## config.mk

```make
export PLATFORM = sky130hd
export DESIGN_NAME = tabellone_morra
export DESIGN_NICKNAME = d
export VERILOG_FILES = /design/src/rtl/tabellone_morra.sv
export SDC_FILE = /design/constraint.sdc
export NUM_CORES = 1
export LEC_CHECK = 0
export BUFFER_PORTS_ARGS = -buffer_cell sky130_fd_sc_hd__clkbuf_2
export CORE_ASPECT_RATIO = 0.8
export CORE_MARGIN = 5
export CORE_UTILIZATION = 47
export DETAILED_ROUTE_END_ITERATION = 7
export GPL_TIMING_DRIVEN = 0
export MAX_ROUTING_LAYER = met4
export PLACE_DENSITY = 0.74
export SKIP_CTS_REPAIR_TIMING = 1
export SLEW_MARGIN = 5
export SYNTH_ARGS = -nofsm -noshare
export SYNTH_HDL_FRONTEND = slang
export SYNTH_SLANG_ARGS = --single-unit
```

## constraint.sdc

```tcl
create_clock -name clk -period 2.2 [get_ports clk]
set_input_delay 0.22 -clock clk [delete_from_list [all_inputs] [get_ports clk]]
set_output_delay 0.22 -clock clk [all_outputs]
set_load 0.005 [all_outputs]
```

## src/rtl/tabellone_morra.sv

```systemverilog
// Scoreboard stage behind the rock-paper-scissors FSM: round tallies,
// 3-deep history and a latched game result with a valid/ack handshake.
module tabellone_morra #(
  parameter int W_CNT = 4,
  parameter int W_TOT = 5
) (
  input  logic             clk,
  input  logic             inizio,
  input  logic [1:0]       manche,
  input  logic [1:0]       partita,
  input  logic             ack,
  output logic [W_CNT-1:0] vinte1,
  output logic [W_CNT-1:0] vinte2,
  output logic [W_CNT-1:0] pari,
  output logic [W_TOT-1:0] giocate,
  output logic [5:0]       storico,
  output logic [1:0]       esito,
  output logic             esito_valido,
  output logic             chiusa,
  output logic             errore
);

  typedef enum logic [1:0] {
    GIOCO  = 2'd0,
    ESITO  = 2'd1,
    CHIUSA = 2'd2
  } stato_e;

  localparam logic [W_CNT-1:0] CNT_MAX = '1;
  localparam logic [W_TOT-1:0] TOT_MAX = '1;

  stato_e           state_q, state_d;
  logic [W_CNT-1:0] vinte1_q, vinte1_d;
  logic [W_CNT-1:0] vinte2_q, vinte2_d;
  logic [W_CNT-1:0] pari_q, pari_d;
  logic [W_TOT-1:0] giocate_q, giocate_d;
  logic [5:0]       storico_q, storico_d;
  logic [1:0]       esito_q, esito_d;
  logic             esito_valido_q, esito_valido_d;
  logic             chiusa_q, chiusa_d;
  logic             errore_q, errore_d;
  logic             incoerente;

  always_ff @(posedge clk) begin
    if (inizio) begin
      state_q        <= GIOCO;
      vinte1_q       <= '0;
      vinte2_q       <= '0;
      pari_q         <= '0;
      giocate_q      <= '0;
      storico_q      <= '0;
      esito_q        <= '0;
      esito_valido_q <= 1'b0;
      chiusa_q       <= 1'b0;
      errore_q       <= 1'b0;
    end else begin
      state_q        <= state_d;
      vinte1_q       <= vinte1_d;
      vinte2_q       <= vinte2_d;
      pari_q         <= pari_d;
      giocate_q      <= giocate_d;
      storico_q      <= storico_d;
      esito_q        <= esito_d;
      esito_valido_q <= esito_valido_d;
      chiusa_q       <= chiusa_d;
      errore_q       <= errore_d;
    end
  end

  always_comb begin
    state_d = state_q;
    unique case (state_q)
      GIOCO:   if (partita != 2'b00) state_d = ESITO;
      ESITO:   if (ack) state_d = CHIUSA;
      CHIUSA:  state_d = CHIUSA;
      default: state_d = GIOCO;
    endcase
  end

  always_comb begin
    vinte1_d       = vinte1_q;
    vinte2_d       = vinte2_q;
    pari_d         = pari_q;
    giocate_d      = giocate_q;
    storico_d      = storico_q;
    esito_d        = esito_q;
    esito_valido_d = esito_valido_q;
    chiusa_d       = chiusa_q;
    errore_d       = errore_q;
    incoerente     = 1'b0;
    if (state_q == GIOCO) begin
      unique case (manche)
        2'b01:   if (vinte1_q != CNT_MAX) vinte1_d = vinte1_q + 1'b1;
        2'b10:   if (vinte2_q != CNT_MAX) vinte2_d = vinte2_q + 1'b1;
        2'b11:   if (pari_q != CNT_MAX) pari_d = pari_q + 1'b1;
        default: ;
      endcase
      if (manche != 2'b00) begin
        if (giocate_q != TOT_MAX) giocate_d = giocate_q + 1'b1;
        storico_d = {storico_q[3:0], manche};
      end
      // Check against tallies that already include this cycle's round
      unique case (partita)
        2'b01:   incoerente = (vinte1_d <= vinte2_d);
        2'b10:   incoerente = (vinte2_d <= vinte1_d);
        2'b11:   incoerente = (vinte1_d != vinte2_d);
        default: incoerente = 1'b0;
      endcase
      if (partita != 2'b00) begin
        esito_d        = partita;
        esito_valido_d = 1'b1;
        errore_d       = errore_q | incoerente;
      end
    end
    if (state_q == ESITO && ack) begin
      esito_valido_d = 1'b0;
      chiusa_d       = 1'b1;
    end
  end

  assign vinte1       = vinte1_q;
  assign vinte2       = vinte2_q;
  assign pari         = pari_q;
  assign giocate      = giocate_q;
  assign storico      = storico_q;
  assign esito        = esito_q;
  assign esito_valido = esito_valido_q;
  assign chiusa       = chiusa_q;
  assign errore       = errore_q;

endmodule

```

# --- Word-level counts from Yosys, hierarchy flattened ---
# Index checks and enable logic that the tools add are counted.
op_classes:
  add_sub_neg: 4
  order_cmp: 2
  eq_ne: 15
  n_mux: 11
  bitwise: 1
  n_reduce_logical: 10
ops:
  columns: ["op", "n"]
  rows:
  - ["$mux 4", 6]
  - ["$add 4x1->4 const B", 3]
  - ["$ne 4x4->1 const B", 3]
  - ["$eq 2x2->1 const B", 5]
  - ["$le 4x4->1", 2]
  - ["$eq 2x1->1 const B", 3]
  - ["$pmux 2 s3", 1]
  - ["$reduce_and 2->1", 3]
  - ["$reduce_and 3->1", 2]
  - ["$add 5x1->5 const B", 1]
  - ["$ne 5x5->1 const B", 1]
  - ["$mux 2", 2]
  - ["$ne 2x2->1 const B", 2]
  - ["$ne 4x4->1", 1]
  - ["$reduce_bool 2->1", 2]
  - ["$pmux 1 s3", 1]
  - ["$logic_not 2->1", 1]
  - ["$reduce_or 2->1", 1]
  - ["$logic_and 1x1->1", 1]
  - ["$mux 1", 1]
  - ["$or 1x1->1", 1]
word_totals:
  ff_bits: 30
  in_bits: 7
  output_inout_bits: 28
  elab_cells: 53

# --- Depth between registers and ports, before layout ---
# Gate-level depths: netlist of the first run.
logic_depth:
  ltp_word: 8
  depth_mapped: 9
  ltp_nobuf: 9

# --- Worst setup path after synthesis of the first run ---
# OpenSTA, ideal clock, no wires.
synth_timing:
  kind: "register to register"
  start: "register vinte2_q[0] (netlist: vinte2[0])"
  end: "register errore_q (netlist: errore)"
  setup_time_ns: 0.116
  t_arrival_ns: 2.034
  required_ns: 2.084
  path_slack_ns: 0.049
  path_stages_with_launch: 10
  path_buffers: 0
  period_less_slack_ns: 2.151
  cell_sequence: "dfxtp_1 > ha_1 > nand3_1 > nand2_1 > mux2_2 > ha_1 > and4_1 > or3_1 > a21oi_1 > nor3_1"
synth_via:
  elab_chain_cells: 8
  word_cells_on_any_way: 11
  cone_classes: "add/sub (1); order compare (2); eq/ne (2); mux (5); bitwise (1)"
synth_lines:
  columns: ["item", "line_no", "source"]
  rows:
  - ["start: declaration", "34", "logic [W_CNT-1:0] vinte2_q, vinte2_d;"]
  - ["start signal: assignment", "59", "vinte2_q <= vinte2_d;"]
  - ["$add 4x1->4 / $ne 4x4->1 (equally long branches)", "94", "2'b10: if (vinte2_q != CNT_MAX) vinte2_d = vinte2_q + 1'b1;"]
  - ["$mux 4", "94", null]
  - ["$mux 4 *", "92", "unique case (manche)"]
  - ["$mux 4 *", "91", "if (state_q == GIOCO) begin"]
  - ["$le 4x4->1, or another cell as far along", "105", "2'b10: incoerente = (vinte2_d <= vinte1_d);"]
  - ["$pmux 1 s3 *", "103", "unique case (partita)"]
  - ["$mux 1 *", "91", null]
  - ["$or 1x1->1 *", "112", "errore_d = errore_q | incoerente;"]
  - ["end signal: assignment", "66", "errore_q <= errore_d;"]
  - ["end: declaration", "41", "logic errore_q, errore_d;"]
# Mark *: on every way between the ends. The rest lies on a longest branch, timed or not. The select of a mux whose other input is x is not followed.
# A chain may end at the register's enable or synchronous reset.

# --- Worst setup path in the final report of the first run ---
# Same ends and word-level chain as after synthesis.

==> flow_summary_export.csv, run 1 <==
group,metric,value,unit
power,pwr_density_cell,926,nW/um^2
synthesis,muxShareOfSynthArea,9.76,%
synthesis,synthTopCellsByArea,"dfxtp_1 40%, ha_1 9.1%, mux2i_1 7.3%, nor2_1 5.2%, xnor2_1 4.1%",
placement,gp_congestion,0.824,
worst_setup_path,cp-end-kind,"flop",
worst_setup_path,critPathMaxFanout,4,
timing,worst_slack,0.0742,ns
floorplanning,die_y,60.7,um
clock_tree,cts_tree,"built",
routing,drc_errors,0,
flow_run,cap_viol_max_count,0,
global_route,grt_max_degree,11,
clock_tree,htree_levels,2,
worst_setup_path,worstPathArrival,2.30,ns
worst_hold_path,hp-start,"ack",
timing,period_share,96.6,%
timing,slew_violations,0,
routing,drt_first_pass_iters,4,
worst_hold_path,hp-class,"input port to flop",
global_route,overflow,0,
timing,worst_pin_slew,0.507,ns
floorplanning,rows,18,
floorplanning,start_util,49.0,%
power,p_leak,0.858,nW
synthesis,synthArstFlopShare,0,%
worst_setup_path,reg2reg_depth,9,
timing,hold_ws,0.168,ns
synthesis,yosys_warnings,0,
placement,pre_cts_slack,-0.0799,ns
placement,io_buffers,34,
synthesis,synth_top_family_by_area,"simple AND/OR/NAND/NOR gates",
timing,period_minus_slack,2.13,ns
synthesis,netlist_area,1510,um^2
clock_tree,numCtsBuffers,5,
clock_tree,cts-root-buf,"clkbuf_8",
floorplanning,io_pins,35,
synthesis,synth_compound_area_share,12.1,%
timing,max_slew_margin,66.2,%
cells_and_area,fin_nets,230,
synthesis,synth_edf_count,0,
power,ir_drop,0.503,mV
routing,avgViaCountPerCell,5.11,
synthesis,yosys.area_share.simple,20.9,%
cells_and_area,synthToLayoutAreaGrowth,24.1,%
floorplanning,dieArea,4460,um^2
cells_and_area,final_cells,253,
routing,wirelength,3.16,mm
synthesis,syn_nets,187,
cells_and_area,drive_gt1_share,28.2,%
floorplanning,core-area,3090,um^2
global_route,antenna_found_initial,0,
clock_tree,clk_pin_slew,0.07,ns
worst_hold_path,hold-path-cell-count,2,
synthesis,synthAdderAreaFrac,9.10,%
global_route,grt_pass1_vias,1187,
cells_and_area,fin_util,60.8,%
timing,final-setup-viol-count,0,
routing,avgRoutedWirePerCell,12.5,um
clock_tree,clk_latency,0.28,ns
timing,fin_setup_tns,0,ns
synthesis,synth_top_cell_area_share,39.7,%
routing,num_vias,1292,
synthesis,synth_flop_cell,"dfxtp_1",
timing,skew,0.00726,ns
timing,timing.fmax,0.470,GHz
worst_setup_path,r2r_end,"errore",
synthesis,yosys-top-cells-count,"30 x dfxtp_1, 21 x nor2_1, 13 x nand2_1",
placement,post-dp-hpwl,2.31,mm
synthesis,syn_area_per_cell,8.95,um^2
clock_tree,clk_path_buf_depth,2,
routing,drt.antenna.violating_nets,0,
placement,place_area,1730,um^2
global_route,grt_first_pass_wirelength,5.16,mm
floorplanning,dieWidth,73.4,um
synthesis,synthCells,169,
power,finalPower,1.74,mW
cells_and_area,final_area,1880,um^2
synthesis,ys_seq_area_share,39.7,%
routing,drt_iter0_drc,56,
clock_tree,clock-sinks,30,
global_route,grt_usage,15.8,%
synthesis,yosys.cell_types.count,37,
worst_setup_path,startpoint_type,"flop",
synthesis,synth_most_common_cell,"dfxtp_1",
cells_and_area,antennaDiodeCount,0,
worst_setup_path,r2r-start,"vinte2[0]",
outcome,status,"complete, no violations",
worst_setup_path,worstPathRequired,2.38,ns
worst_setup_path,ff2ff_setup_slack,0.07,ns
synthesis,ys_ff_latch,30,
placement,place_inst,243,
synthesis,synthXorXnorAreaFrac,5.79,%
synthesis,yosysTopAreaCell,"dfxtp_1",
timing,hold_viol,0,
worst_setup_path,critPathKind,"flop to flop",
worst_hold_path,min_to,"esito_valido",
[area by class of cell]
class,instances,area (um^2)
repair buffers,36,185
clock buffers,7,86.3
multi-input cells,129,898
inverters,5,18.8
clock inverters,1,5.00
plain buffers,5,21.3
well taps,40,50.0
flip-flops and latches,30,612
fillers,274,1210
[sequential cells by signal, indices dropped and copies added (netlist names)]
name	cells
chiusa	1
errore	1
esito	2
esito_valido	1
giocate	5
pari	4
state_q	2
storico	6
vinte1	4
vinte2	4
[logic make-up (layout without fill, tap and decap cells)]
group / after synthesis / after routing
DFF: 30 / 30
AOI/OAI and AO/OA: 29 / 29
xor gates and xnor gates: 10 / 10
and+or+nand+nor: 65 / 65
adders and majority gates: 11 / 11
buffers and inverters: 10 / 54
muxes: 14 / 14
[cells in the final DEF, fill, tap and decap left out, types with 2 or more instances in the layout]
| cell type | instances |
|---|---|
| clkbuf_2 | 34 |
| dfxtp_1 | 25 |
| nor2_1 | 21 |
| nand2_1 | 12 |
| mux2i_1 | 11 |
| a21oi_1 | 10 |
| ha_1 | 9 |
| nand2b_1 | 7 |
| xnor2_1 | 7 |
| nand3_1 | 6 |
| clkbuf_8 | 6 |
| o21ai_0 | 5 |
| inv_1 | 5 |
| nor3_1 | 4 |
| xor2_1 | 3 |
| clkbuf_1 | 3 |
| nor2b_1 | 3 |
| dfxtp_2 | 3 |
| and2b_1 | 2 |
| nand4_1 | 2 |
| mux2_2 | 2 |
| buf_2 | 2 |
| a31oi_1 | 2 |
| o211ai_1 | 2 |
| nor3b_1 | 2 |
| buf_4 | 2 |
| dfxtp_4 | 2 |
[worst max-delay path by stage]
stage               startpoint     end  slack, ns  cells past startpoint
global placement     vinte2[0]  errore      -0.06                      9
CTS                  vinte2[0]  errore      -0.12                      9
finish               vinte2[0]  errore       0.07                      9
global route         vinte2[1]  errore      -0.02                      9
detailed placement   vinte2[0]  errore      -0.08                      9
floorplan            vinte2[0]  errore       0.05                      9
[worst max-delay path, stage by stage (launching register included)]
cell	delay [ns]
dfxtp_4	0.37
ha_4	0.14
nand3_2	0.09
nand2_2	0.09
mux2_2	0.34
ha_1	0.30
and4_1	0.18
or3_1	0.34
a21oi_2	0.11
nor3_1	0.05
[routing by layer]
layer	wire [um]	part of all wire (%)	vias up	track usage (%)
met1	1560	49	580	19.3
met5	0	0	-	-
met2	1360	43	26	24.1
li1	-	-	680	-
met3	204	6.5	6	6.46
met4	38	1.2	0	4.65
[report_power, final]
| part | switching (mW) | total (mW) | internal (mW) |
|---|---|---|---|
| combinational | 0.308 | 0.572 | 0.264 |
| sequential | 0.0723 | 0.711 | 0.639 |
| clock | 0.203 | 0.454 | 0.252 |
| total | 0.583 | 1.74 | 1.15 |
Power figures use the tool's default switching activity.
==> run 2, diff against run 1 <==
--- a/config.mk
+++ b/config.mk
@@ -9,9 +9,8 @@
 export CORE_ASPECT_RATIO = 0.8
 export CORE_MARGIN = 5
-export CORE_UTILIZATION = 47
+export CORE_UTILIZATION = 30
 export DETAILED_ROUTE_END_ITERATION = 7
 export GPL_TIMING_DRIVEN = 0
 export MAX_ROUTING_LAYER = met4
-export PLACE_DENSITY = 0.74
 export SKIP_CTS_REPAIR_TIMING = 1
 export SLEW_MARGIN = 5
==> constraint.sdc (replaced) <==
create_clock -name clk -period 2.2 [get_ports clk]
set_input_delay 0.22 -clock clk [delete_from_list [all_inputs] [get_ports clk]]
set_output_delay 0.22 -clock clk [all_outputs]
set_load 0.1 [all_outputs]
==> run 2 against run 1 <==
  * Cell area up 2.7%
  * Clock power about the same
  * Cell count up 7.9%
  * Via count down 1.2%
  * Clock-buffer cell count unchanged
  * Clock skew down 0.0022 ns
  * Critical path type unchanged
  * Largest power group is now combinational cells
  * Highest routed layer unchanged
==> flow_summary_export.csv, run 2 (synthesized netlist as in run 1, its figures left out) <==
group,metric,value,unit
routing,wirelength,3.26,mm
cells_and_area,mostFrequentLayoutCell,"clkbuf_2",
clock_tree,cts-root-buf,"clkbuf_8",
floorplanning,io_pins,35,
clock_tree,htree_levels,2,
routing,drt_iter0_drc,21,
routing,drc_errors,0,
power,pwr_density_cell,1180,nW/um^2
worst_hold_path,hp-class,"input port to flop",
outcome,status,"complete, no violations",
global_route,grt_max_degree,11,
cells_and_area,seq_area,628,um^2
cells_and_area,fin_nets,228,
cells_and_area,layout_common_cells,"34 x clkbuf_2, 22 x dfxtp_1, 21 x nor2_1",
power,swShare,49.8,%
global_route,overflow,0,
floorplanning,core-area,4950,um^2
clock_tree,cts_tree,"built",
timing,timing.fmax,0.479,GHz
power,p_sw,1.14,mW
worst_hold_path,min_to,"esito_valido",
worst_setup_path,critPathMaxFanout,5,
timing,final-setup-viol-count,0,
global_route,antenna_found_initial,0,
power,p_leak,0.855,nW
routing,avgViaCountPerCell,4.67,
global_route,grt_first_pass_wirelength,5.54,mm
timing,period_share,95.0,%
global_route,grt_usage,11.4,%
placement,io_buffers,34,
power,ir_drop,0.480,mV
power,seq_power_share,31.0,%
timing,worst_pin_slew,0.551,ns
placement,place_inst,265,
floorplanning,dieArea,6570,um^2
worst_setup_path,reg2reg_depth,8,
worst_hold_path,hp-start,"ack",
timing,slew_violations,0,
clock_tree,clock-sinks,30,
floorplanning,start_util,30.6,%
power,combPwrFrac,48.9,%
worst_setup_path,cp-end-kind,"flop",
worst_hold_path,hold-path-cell-count,2,
cells_and_area,antennaDiodeCount,0,
cells_and_area,multi_input_area,921,um^2
clock_tree,clk_pin_slew,0.06,ns
cells_and_area,drive_gt1_share,28.9,%
cells_and_area,final_cells,273,
timing,hold_viol,0,
placement,gp_congestion,0.750,
cells_and_area,synthToLayoutAreaGrowth,27.5,%
clock_tree,clk_latency,0.28,ns
placement,place_area,1840,um^2
worst_setup_path,r2r-start,"vinte2[1]",
worst_setup_path,startpoint_type,"flop",
timing,rsz0062_at_grt,"no",
worst_setup_path,critPathKind,"flop to flop",
timing,hold_ws,0.167,ns
flow_run,cap_viol_max_count,0,
cells_and_area,fin_util,39.0,%
placement,post-dp-hpwl,2.47,mm
routing,drt.antenna.violating_nets,0,
cells_and_area,n_fill_cell,522,
clock_tree,numCtsBuffers,5,
floorplanning,die_y,73.5,um
cells_and_area,final_area,1930,um^2
clock_tree,clk_path_buf_depth,2,
power,internal_power,1.15,mW
timing,period_minus_slack,2.09,ns
timing,max_slew_margin,63.4,%
timing,fin_setup_tns,0,ns
routing,num_vias,1276,
worst_setup_path,r2r_end,"errore",
routing,avgRoutedWirePerCell,11.9,um
floorplanning,rows,23,
floorplanning,dieWidth,89.4,um
routing,drt_first_pass_iters,4,
worst_setup_path,worstPathRequired,2.38,ns
worst_setup_path,worstPathArrival,2.27,ns
worst_setup_path,ff2ff_setup_slack,0.11,ns
power,clkPwrFrac,20.0,%
cells_and_area,largest_reg_flops,6,
global_route,grt_pass1_vias,1247,
timing,skew,0.00507,ns
-- run 2: changes by cell type in the layout (fill, tap and decap cells not counted), sizes merged --
cell	change
buf	-2
-- run 2: critical path: stages (launching register included) --
cell	delay, ns
dfxtp_4	0.36
ha_4	0.17
nand2b_1	0.13
mux2_4	0.27
ha_1	0.32
and4_1	0.24
or3_1	0.31
a21oi_1	0.12
nor3_1	0.06
-- run 2: per-stage QoR --
step                      power, mW  setup slack [ns]
final                          2.28             0.111
after global routing           2.44            0.0464
after CTS                      2.32             0.103
after detailed placement       1.85           -0.0416
after global placement         1.84           -0.0192
after floorplan                1.66           0.00859
-- run 2: final cells by class --
| class | instances | share of cell area [%] |
|---|---|---|
| inverters | 5 | 0.973 |
| multi-input cells | 129 | 47.8 |
| clock inverters | 1 | 0.260 |
| plain buffers | 5 | 1.10 |
| well taps | 62 | 4.02 |
| flip-flops and latches | 30 | 32.6 |
| repair buffers | 34 | 8.83 |
| clock buffers | 7 | 4.48 |
-- run 2: worst max-delay path by stage --
stage	slack, ns	end	start
floorplan	0.009	errore	vinte1[0]
global placement	-0.02	errore	manche[0]
detailed placement	-0.04	errore	manche[0]
CTS	0.10	errore	vinte2[0]
global route	0.05	errore	vinte2[1]
finish	0.11	errore	vinte2[1]
-- run 2: routing by layer --
metal,vias up,track usage (%),wire length (um)
li1,675,-,-
met1,577,14.5,1670
met2,19,16.6,1380
met3,5,4.37,161
met4,0,3.97,49
met5,-,-,0
-- run 2: power groups by stage --
stage | Combinational, mW | Sequential [mW] | Clock, mW
floorplan | 0.391 | 1.27 | 0
global placement | 1.12 | 0.721 | 0
detailed placement | 1.13 | 0.723 | 0
CTS | 1.13 | 0.711 | 0.482
global route | 1.20 | 0.725 | 0.506
finish | 1.12 | 0.709 | 0.457
